<file path="src/rtl/uart_alu_ctrl_pkg.sv">
// Shared ALU opcode values and sequencer state encoding for the UART/ALU datapath.
// The ALU and the controller both take their opcode definitions from here.
package uart_alu_ctrl_pkg;

    localparam logic [5:0] OP_ADD = 6'b100000;
    localparam logic [5:0] OP_SUB = 6'b100010;
    localparam logic [5:0] OP_AND = 6'b100100;
    localparam logic [5:0] OP_OR  = 6'b100101;
    localparam logic [5:0] OP_XOR = 6'b100110;
    localparam logic [5:0] OP_NOR = 6'b100111;
    localparam logic [5:0] OP_SRA = 6'b000011;
    localparam logic [5:0] OP_SRL = 6'b000010;

    typedef enum logic [2:0] {
        GET_A   = 3'd0,
        GET_B   = 3'd1,
        GET_OP  = 3'd2,
        EXEC    = 3'd3,
        SEND    = 3'd4,
        WAIT_TX = 3'd5
    } state_t;

    function automatic logic is_legal_op(input logic [5:0] op);
        case (op)
            OP_ADD, OP_SUB, OP_AND, OP_OR,
            OP_XOR, OP_NOR, OP_SRA, OP_SRL: is_legal_op = 1'b1;
            default:                        is_legal_op = 1'b0;
        endcase
    endfunction

endpackage

</file>
<file path="src/rtl/uart_alu_ctrl_rx_timeout_counter.sv">
// Inter-byte timeout: counts baud ticks while enabled and flags expiry on the
// tick that would take the count past LIMIT-1. Saturates instead of wrapping.
module rx_timeout_counter #(
    parameter int LIMIT = 640
) (
    input  logic i_clk,
    input  logic i_reset,
    input  logic clear,
    input  logic enable,
    input  logic tick,
    output logic expired
);

    localparam int CNT_W = (LIMIT > 1) ? $clog2(LIMIT) : 1;
    localparam logic [CNT_W-1:0] LAST = CNT_W'(LIMIT - 1);

    logic [CNT_W-1:0] count_reg;
    logic             at_last;

    assign at_last = (count_reg == LAST);
    assign expired = enable && tick && at_last;

    always_ff @(posedge i_clk or negedge i_reset) begin
        if (!i_reset) begin
            count_reg <= '0;
        end else if (clear) begin
            count_reg <= '0;
        end else if (enable && tick && !at_last) begin
            count_reg <= count_reg + 1'b1;
        end
    end

endmodule

</file>
<file path="src/rtl/uart_alu_ctrl.sv">
// Sequencer between UART receiver, ALU and UART transmitter: gathers A, B and
// opcode bytes, runs the ALU for one cycle, then hands the result to the transmitter.
module uart_alu_ctrl
    import uart_alu_ctrl_pkg::*;
#(
    parameter int DATA_W        = 8,
    parameter int OP_W          = 6,
    parameter int TIMEOUT_TICKS = 640
) (
    input  logic              i_clk,
    input  logic              i_reset,
    input  logic              i_tick,
    input  logic              i_rx_done,
    input  logic [DATA_W-1:0] i_rx_data,
    input  logic [DATA_W-1:0] i_alu_result,
    input  logic              i_tx_done,
    output logic [DATA_W-1:0] o_alu_a,
    output logic [DATA_W-1:0] o_alu_b,
    output logic [OP_W-1:0]   o_alu_op,
    output logic [DATA_W-1:0] o_tx_data,
    output logic              o_tx_start,
    output logic              o_err,
    output logic              o_overrun,
    output logic              o_busy
);

    state_t            state_reg, state_next;
    logic [DATA_W-1:0] a_reg, b_reg, tx_data_reg;
    logic [OP_W-1:0]   op_reg;
    logic              tx_start_reg, err_reg, overrun_reg;
    logic              err_next, overrun_next;

    logic [OP_W-1:0]   rx_op;
    logic              op_legal;
    logic              to_clear, to_enable, to_expired;

    assign rx_op    = i_rx_data[OP_W-1:0];
    assign op_legal = is_legal_op(6'(rx_op));

    // Holding clear throughout GET_A guarantees a fresh count for every frame.
    assign to_clear  = i_rx_done || (state_reg == GET_A) || to_expired;
    assign to_enable = (state_reg == GET_B) || (state_reg == GET_OP);

    rx_timeout_counter #(
        .LIMIT (TIMEOUT_TICKS)
    ) u_timeout (
        .i_clk   (i_clk),
        .i_reset (i_reset),
        .clear   (to_clear),
        .enable  (to_enable),
        .tick    (i_tick),
        .expired (to_expired)
    );

    always_ff @(posedge i_clk or negedge i_reset) begin
        if (!i_reset) begin
            state_reg <= GET_A;
        end else begin
            state_reg <= state_next;
        end
    end

    // A received byte always takes priority over a timeout in the same cycle.
    always_comb begin
        state_next   = state_reg;
        err_next     = 1'b0;
        overrun_next = 1'b0;
        case (state_reg)
            GET_A: begin
                if (i_rx_done) state_next = GET_B;
            end
            GET_B: begin
                if (i_rx_done) begin
                    state_next = GET_OP;
                end else if (to_expired) begin
                    state_next = GET_A;
                    err_next   = 1'b1;
                end
            end
            GET_OP: begin
                if (i_rx_done) begin
                    if (op_legal) begin
                        state_next = EXEC;
                    end else begin
                        state_next = GET_A;
                        err_next   = 1'b1;
                    end
                end else if (to_expired) begin
                    state_next = GET_A;
                    err_next   = 1'b1;
                end
            end
            EXEC: begin
                state_next   = SEND;
                overrun_next = i_rx_done;
            end
            SEND: begin
                state_next   = WAIT_TX;
                overrun_next = i_rx_done;
            end
            WAIT_TX: begin
                overrun_next = i_rx_done;
                if (i_tx_done) state_next = GET_A;
            end
            default: state_next = GET_A;
        endcase
    end

    always_ff @(posedge i_clk or negedge i_reset) begin
        if (!i_reset) begin
            a_reg        <= '0;
            b_reg        <= '0;
            op_reg       <= '0;
            tx_data_reg  <= '0;
            tx_start_reg <= 1'b0;
            err_reg      <= 1'b0;
            overrun_reg  <= 1'b0;
        end else begin
            if (state_reg == GET_A && i_rx_done) a_reg <= i_rx_data;
            if (state_reg == GET_B && i_rx_done) b_reg <= i_rx_data;
            if (state_reg == GET_OP && i_rx_done && op_legal) op_reg <= rx_op;
            if (state_reg == EXEC) tx_data_reg <= i_alu_result;
            // Registered so the request lines up with the SEND state.
            tx_start_reg <= (state_reg == EXEC);
            err_reg      <= err_next;
            overrun_reg  <= overrun_next;
        end
    end

    assign o_alu_a    = a_reg;
    assign o_alu_b    = b_reg;
    assign o_alu_op   = op_reg;
    assign o_tx_data  = tx_data_reg;
    assign o_tx_start = tx_start_reg;
    assign o_err      = err_reg;
    assign o_overrun  = overrun_reg;
    assign o_busy     = (state_reg == EXEC) || (state_reg == SEND) || (state_reg == WAIT_TX);

endmodule

</file>
<file path="config.mk">
export PLATFORM = sky130hd
export DESIGN_NAME = uart_alu_ctrl
export DESIGN_NICKNAME = d
export VERILOG_FILES = /design/src/rtl/uart_alu_ctrl_pkg.sv /design/src/rtl/uart_alu_ctrl_rx_timeout_counter.sv /design/src/rtl/uart_alu_ctrl.sv
export SDC_FILE = /design/constraint.sdc
export NUM_CORES = 1
export LEC_CHECK = 0
export ABC_AREA = 1
export BUFFER_PORTS_ARGS = -buffer_cell sky130_fd_sc_hd__buf_4
export CORE_MARGIN = 4
export CORE_UTILIZATION = 30
export CTS_CLUSTER_DIAMETER = 60
export DETAILED_ROUTE_END_ITERATION = 6
export SLEW_MARGIN = 20
export SYNTH_ARGS = -nofsm -noshare
export SYNTH_HDL_FRONTEND = slang
export SYNTH_SLANG_ARGS = --single-unit
</file>
<file path="constraint.sdc">
create_clock -name i_clk -period 1.6 [get_ports i_clk]
set_input_delay 0.48 -clock i_clk [delete_from_list [all_inputs] [get_ports i_clk]]
set_output_delay 0.48 -clock i_clk [all_outputs]
set_load 0.02 [all_outputs]
</file>
==> report_table.html <==
<table>
<tr><th>Metric</th><th>Value</th></tr>
<tr><th colspan="2">Floorplanning</th></tr>
<tr><td>Number of I/O pins</td><td>55</td></tr>
<tr><td>Area of the die</td><td>8223 µm²</td></tr>
<tr><td>Row Count</td><td>29</td></tr>
<tr><td>Floorplan die width</td><td>~90 µm</td></tr>
<tr><td>Height of the die</td><td>90.68 µm</td></tr>
<tr><td>Placeable core region</td><td>6495 µm²</td></tr>
<tr><td>Effective utilization at floorplan</td><td>0.3157</td></tr>
<tr><th colspan="2">Cells and area</th></tr>
<tr><td>Share of layout cells above drive strength 1</td><td>0.3096</td></tr>
<tr><td>Final cell area excluding filler cells</td><td>around 2800 µm²</td></tr>
<tr><td>Commonest cells after routing, fill and taps aside</td><td>nand2_1 (75), buf_4 (70), dfrtp_1 (45)</td></tr>
<tr><td>Layout overhead on the synthesized area</td><td>37.71%</td></tr>
<tr><td>Leading cell type in the layout, fill and taps excluded</td><td>nand2_1</td></tr>
<tr><td>Number of nets in the layout</td><td>~340</td></tr>
<tr><td>Number of flip-flops in the largest register</td><td>10</td></tr>
<tr><td>Non-filler cells in the finished layout</td><td>400</td></tr>
<tr><td>Final antenna diode count</td><td>0</td></tr>
<tr><th colspan="2">Outcome</th></tr>
<tr><td>Outcome</td><td>finished, violations left</td></tr>
<tr><td>Failing checks</td><td>setup timing</td></tr>
<tr><th colspan="2">Power</th></tr>
<tr><td>Leakage component of the power</td><td>about 1.5 nW</td></tr>
<tr><td>Power per Cell Area</td><td>~1800 nW/µm²</td></tr>
<tr><td>Combinational fraction of design power</td><td>0.467</td></tr>
<tr><td>Net load switching power</td><td>between 0.002 and 0.0025 W</td></tr>
<tr><td>Worst VDD drop</td><td>around 0.00076 V</td></tr>
<tr><td>Net switching share of the total power</td><td>0.3978</td></tr>
<tr><td>Part of the power in the clock network</td><td>0.172</td></tr>
<tr><td>Sequential power share</td><td>0.361</td></tr>
<tr><td>Cell internal pwr</td><td>slightly above 0.003 W</td></tr>
<tr><th colspan="2">Drt</th></tr>
<tr><td>Drt pass-1 iters</td><td>4</td></tr>
<tr><td>Routed WL per cell</td><td>roughly 12 µm</td></tr>
<tr><td>DRC marker count from the first detailed-route iteration</td><td>approximately 120</td></tr>
<tr><td>Count of unresolved DRC violations after routing</td><td>0</td></tr>
<tr><td>Via count of the routed design</td><td>1794</td></tr>
<tr><td>Vias per cell</td><td>4.485</td></tr>
<tr><td>Total length of routed wires</td><td>around 4.8 mm</td></tr>
<tr><td>Remaining antenna violation count after routing</td><td>0</td></tr>
<tr><th colspan="2">Global route</th></tr>
<tr><td>Grt total ovfl</td><td>0</td></tr>
<tr><td>First-pass GRT wire length</td><td>about 8.3 mm</td></tr>
<tr><td>Number of antenna violations at the first check in global routing</td><td>0</td></tr>
<tr><td>Overall fraction of global-route tracks in use</td><td>0.1240</td></tr>
<tr><td>Largest net degree at the start of global routing</td><td>47</td></tr>
<tr><td>Vias in the first global route</td><td>roughly 1800</td></tr>
<tr><th colspan="2">Placed design</th></tr>
<tr><td>Dpl hpwl</td><td>~3.4 mm</td></tr>
<tr><td>Number of buffer cells added on primary ports</td><td>54</td></tr>
<tr><td>Placer Congestion</td><td>between 0.8 and 0.9</td></tr>
<tr><td>Placed Cells</td><td>~380</td></tr>
<tr><td>Placed instance area</td><td>between 2000 and 3000 µm²</td></tr>
<tr><th colspan="2">STA</th></tr>
<tr><td>Final Max Tran Viols</td><td>0</td></tr>
<tr><td>Final Worst Setup Slack</td><td>-216.0 ps</td></tr>
<tr><td>Slew margin rel.</td><td>0.6051</td></tr>
<tr><td>Worst hold slack</td><td>about 180 ps</td></tr>
<tr><td>Final period demand of the worst path</td><td>approximately 1800 ps</td></tr>
<tr><td>Setup-violating endpoint count in the final report</td><td>1</td></tr>
<tr><td>Tightest Pin Transition</td><td>592.4 ps</td></tr>
<tr><td>Maximum clock skew at final layout</td><td>~6.6 ps</td></tr>
<tr><td>Final cycle utilization of the critical path</td><td>1.135</td></tr>
<tr><td>RSZ-0062 raised after global routing</td><td>yes</td></tr>
<tr><td>Maximum clock frequency</td><td>~550 MHz</td></tr>
<tr><td>Final number of hold-violating endpoints</td><td>0</td></tr>
<tr><th colspan="2">Synth</th></tr>
<tr><td>Post-Syn Nets</td><td>approximately 270</td></tr>
<tr><td>Number of warnings issued by yosys</td><td>0</td></tr>
<tr><td>Sequential area share after synthesis</td><td>0.5613</td></tr>
<tr><td>Synthesized netlist cell count</td><td>246</td></tr>
<tr><td>Number of different library cells in the post-synthesis netlist</td><td>24</td></tr>
<tr><td>Flops &amp; latches, synth</td><td>46</td></tr>
<tr><td>Avg Synthesized Cell Area</td><td>about 8.3 µm²</td></tr>
<tr><td>Cell area after synthesis</td><td>2051 µm²</td></tr>
<tr><th colspan="2">Clock network</th></tr>
<tr><td>CTS tree</td><td>yes</td></tr>
<tr><td>Clock Tree Buf Depth</td><td>2</td></tr>
<tr><td>Count of clock tree sinks</td><td>46</td></tr>
<tr><td>Number of buffers created by CTS</td><td>5</td></tr>
<tr><td>Total of hold buffers inserted after clock tree synthesis</td><td>0</td></tr>
<tr><td>Root Buffer Master</td><td>clkbuf_8</td></tr>
<tr><td>Worst-skew pair later-pin latency</td><td>approximately 300 ps</td></tr>
<tr><td>Reg clk slew, reported paths</td><td>approximately 90 ps</td></tr>
<tr><td>H-Tree Depth</td><td>2</td></tr>
<tr><th colspan="2">Setup path</th></tr>
<tr><td>Worst endpoint required time</td><td>approximately 1100 ps</td></tr>
<tr><td>Data arrival at the endpoint of the critical path</td><td>1340 ps</td></tr>
<tr><td>Startpoint class of the critical path</td><td>flop</td></tr>
<tr><td>Worst setup path category</td><td>reg2out</td></tr>
<tr><td>Largest driver fanout on the critical path</td><td>4</td></tr>
<tr><td>R2R Setup Slk</td><td>around 120 ps</td></tr>
<tr><td>Endpoint type of the worst setup path</td><td>output port</td></tr>
<tr><th colspan="2">Run</th></tr>
<tr><td>Count of maximum capacitance violations</td><td>0</td></tr>
<tr><th colspan="2">Worst hold path</th></tr>
<tr><td>Worst hold-check path type</td><td>in2async</td></tr>
</table>
synthesized netlist by cell type (all sizes together):
cell	n	area, µm²
nor3	4	31.28
o21ai	29	148.9
nand2	80	317.8
o21bai	2	15.01
buf	2	10.01
a21oi	5	36.29
inv	34	130.1
nor2	22	85.09
nand4	4	25.02
clkbuf	2	8.750
ha	1	12.51
dfrtp	46	1151
xor2	1	8.760
nand3	14	70.07
cell type report:
class                           count  area (µm²)
Tap cell                           77       96.34
Timing Repair Buffer               72       556.8
Fill cell                         638        3671
Multi-Input combinational cell    163       778.2
Clock inverter                      2       37.54
Clock buffer                        6       72.57
Sequential cell                    46        1152
Inverter                           34       130.1
logic make-up (layout without fill, tap and decap cells):
family | count (synthesis) | after routing | share of synthesized area
compound gates | 36 | 37 | 0.09762
xor+xnor | 1 | 1 | 0.004272
fa+ha+maj | 1 | 1 | 0.006100
buf+inv | 38 | 114 | 0.07260
flops | 46 | 46 | 0.5613
simple gates | 124 | 124 | 0.2581
metal layers:
| layer | GRT usage | part of all wire | wire [µm] | vias up |
|---|---|---|---|---|
| li1 | - | - | - | 926 |
| met1 | 0.1534 | 0.47 | 2256 | 811 |
| met2 | 0.1977 | 0.45 | 2179 | 51 |
| met3 | 0.04583 | 0.068 | 328 | 6 |
| met4 | 0.04464 | 0.013 | 62 | 0 |
| met5 | 0 | 0 | 0 | - |
worst paths after layout:
path,startpoint,to,cells past startpoint
max,state_reg[0],o_busy,7
min,i_reset,u_timeout.count_reg[7],1
max reg2reg,state_reg[0],u_timeout.count_reg[4],8
min reg2reg,o_tx_data[3],o_tx_data[3],2
max in group asynchronous,i_reset,state_reg[2],1
min in group i_clk,i_alu_result[6],o_tx_data[6],3
repair_timing:
item / 4_1_cts / 5_1_grt
cloned: 0 / 1
resized for setup: 2 / 5
endpoints found under the setup margin: 1 / 13
buffers inserted: 5 / 2
pin swaps: 1 / 2
per-stage QoR:
step | TNS, ps | setup WS, ps | total power (W) | util
after CTS | -198.6 | -198.6 | 0.005061 | 0.4286
after global placement | 0 | 44.99 | 0.004055 | 0.4047
after global routing | -311.0 | -311.0 | 0.005435 | 0.4348
after detailed placement | -28.49 | -28.49 | 0.004090 | 0.4047
final | -216.0 | -216.0 | 0.005056 | 0.4348
after floorplan | 0 | 2.476 | 0.003105 | -
power by group through the flow:
stage	clock network (W)	registers (W)	logic, W
floorplan	0	0.00230	0.000805
global placement	0	0.00185	0.00220
detailed placement	0	0.00184	0.00225
CTS	0.000904	0.00183	0.00233
global route	0.000950	0.00189	0.00260
finish	0.000871	0.00182	0.00236
critical path: stages (launching register included):
cell     delay, ps
dfrtp_1        380
inv_2           70
nor3_4         230
inv_4           50
o21ai_2         60
inv_2           50
nand2_2         70
buf_6          120
No activity file was read; power rests on OpenSTA's default activity.
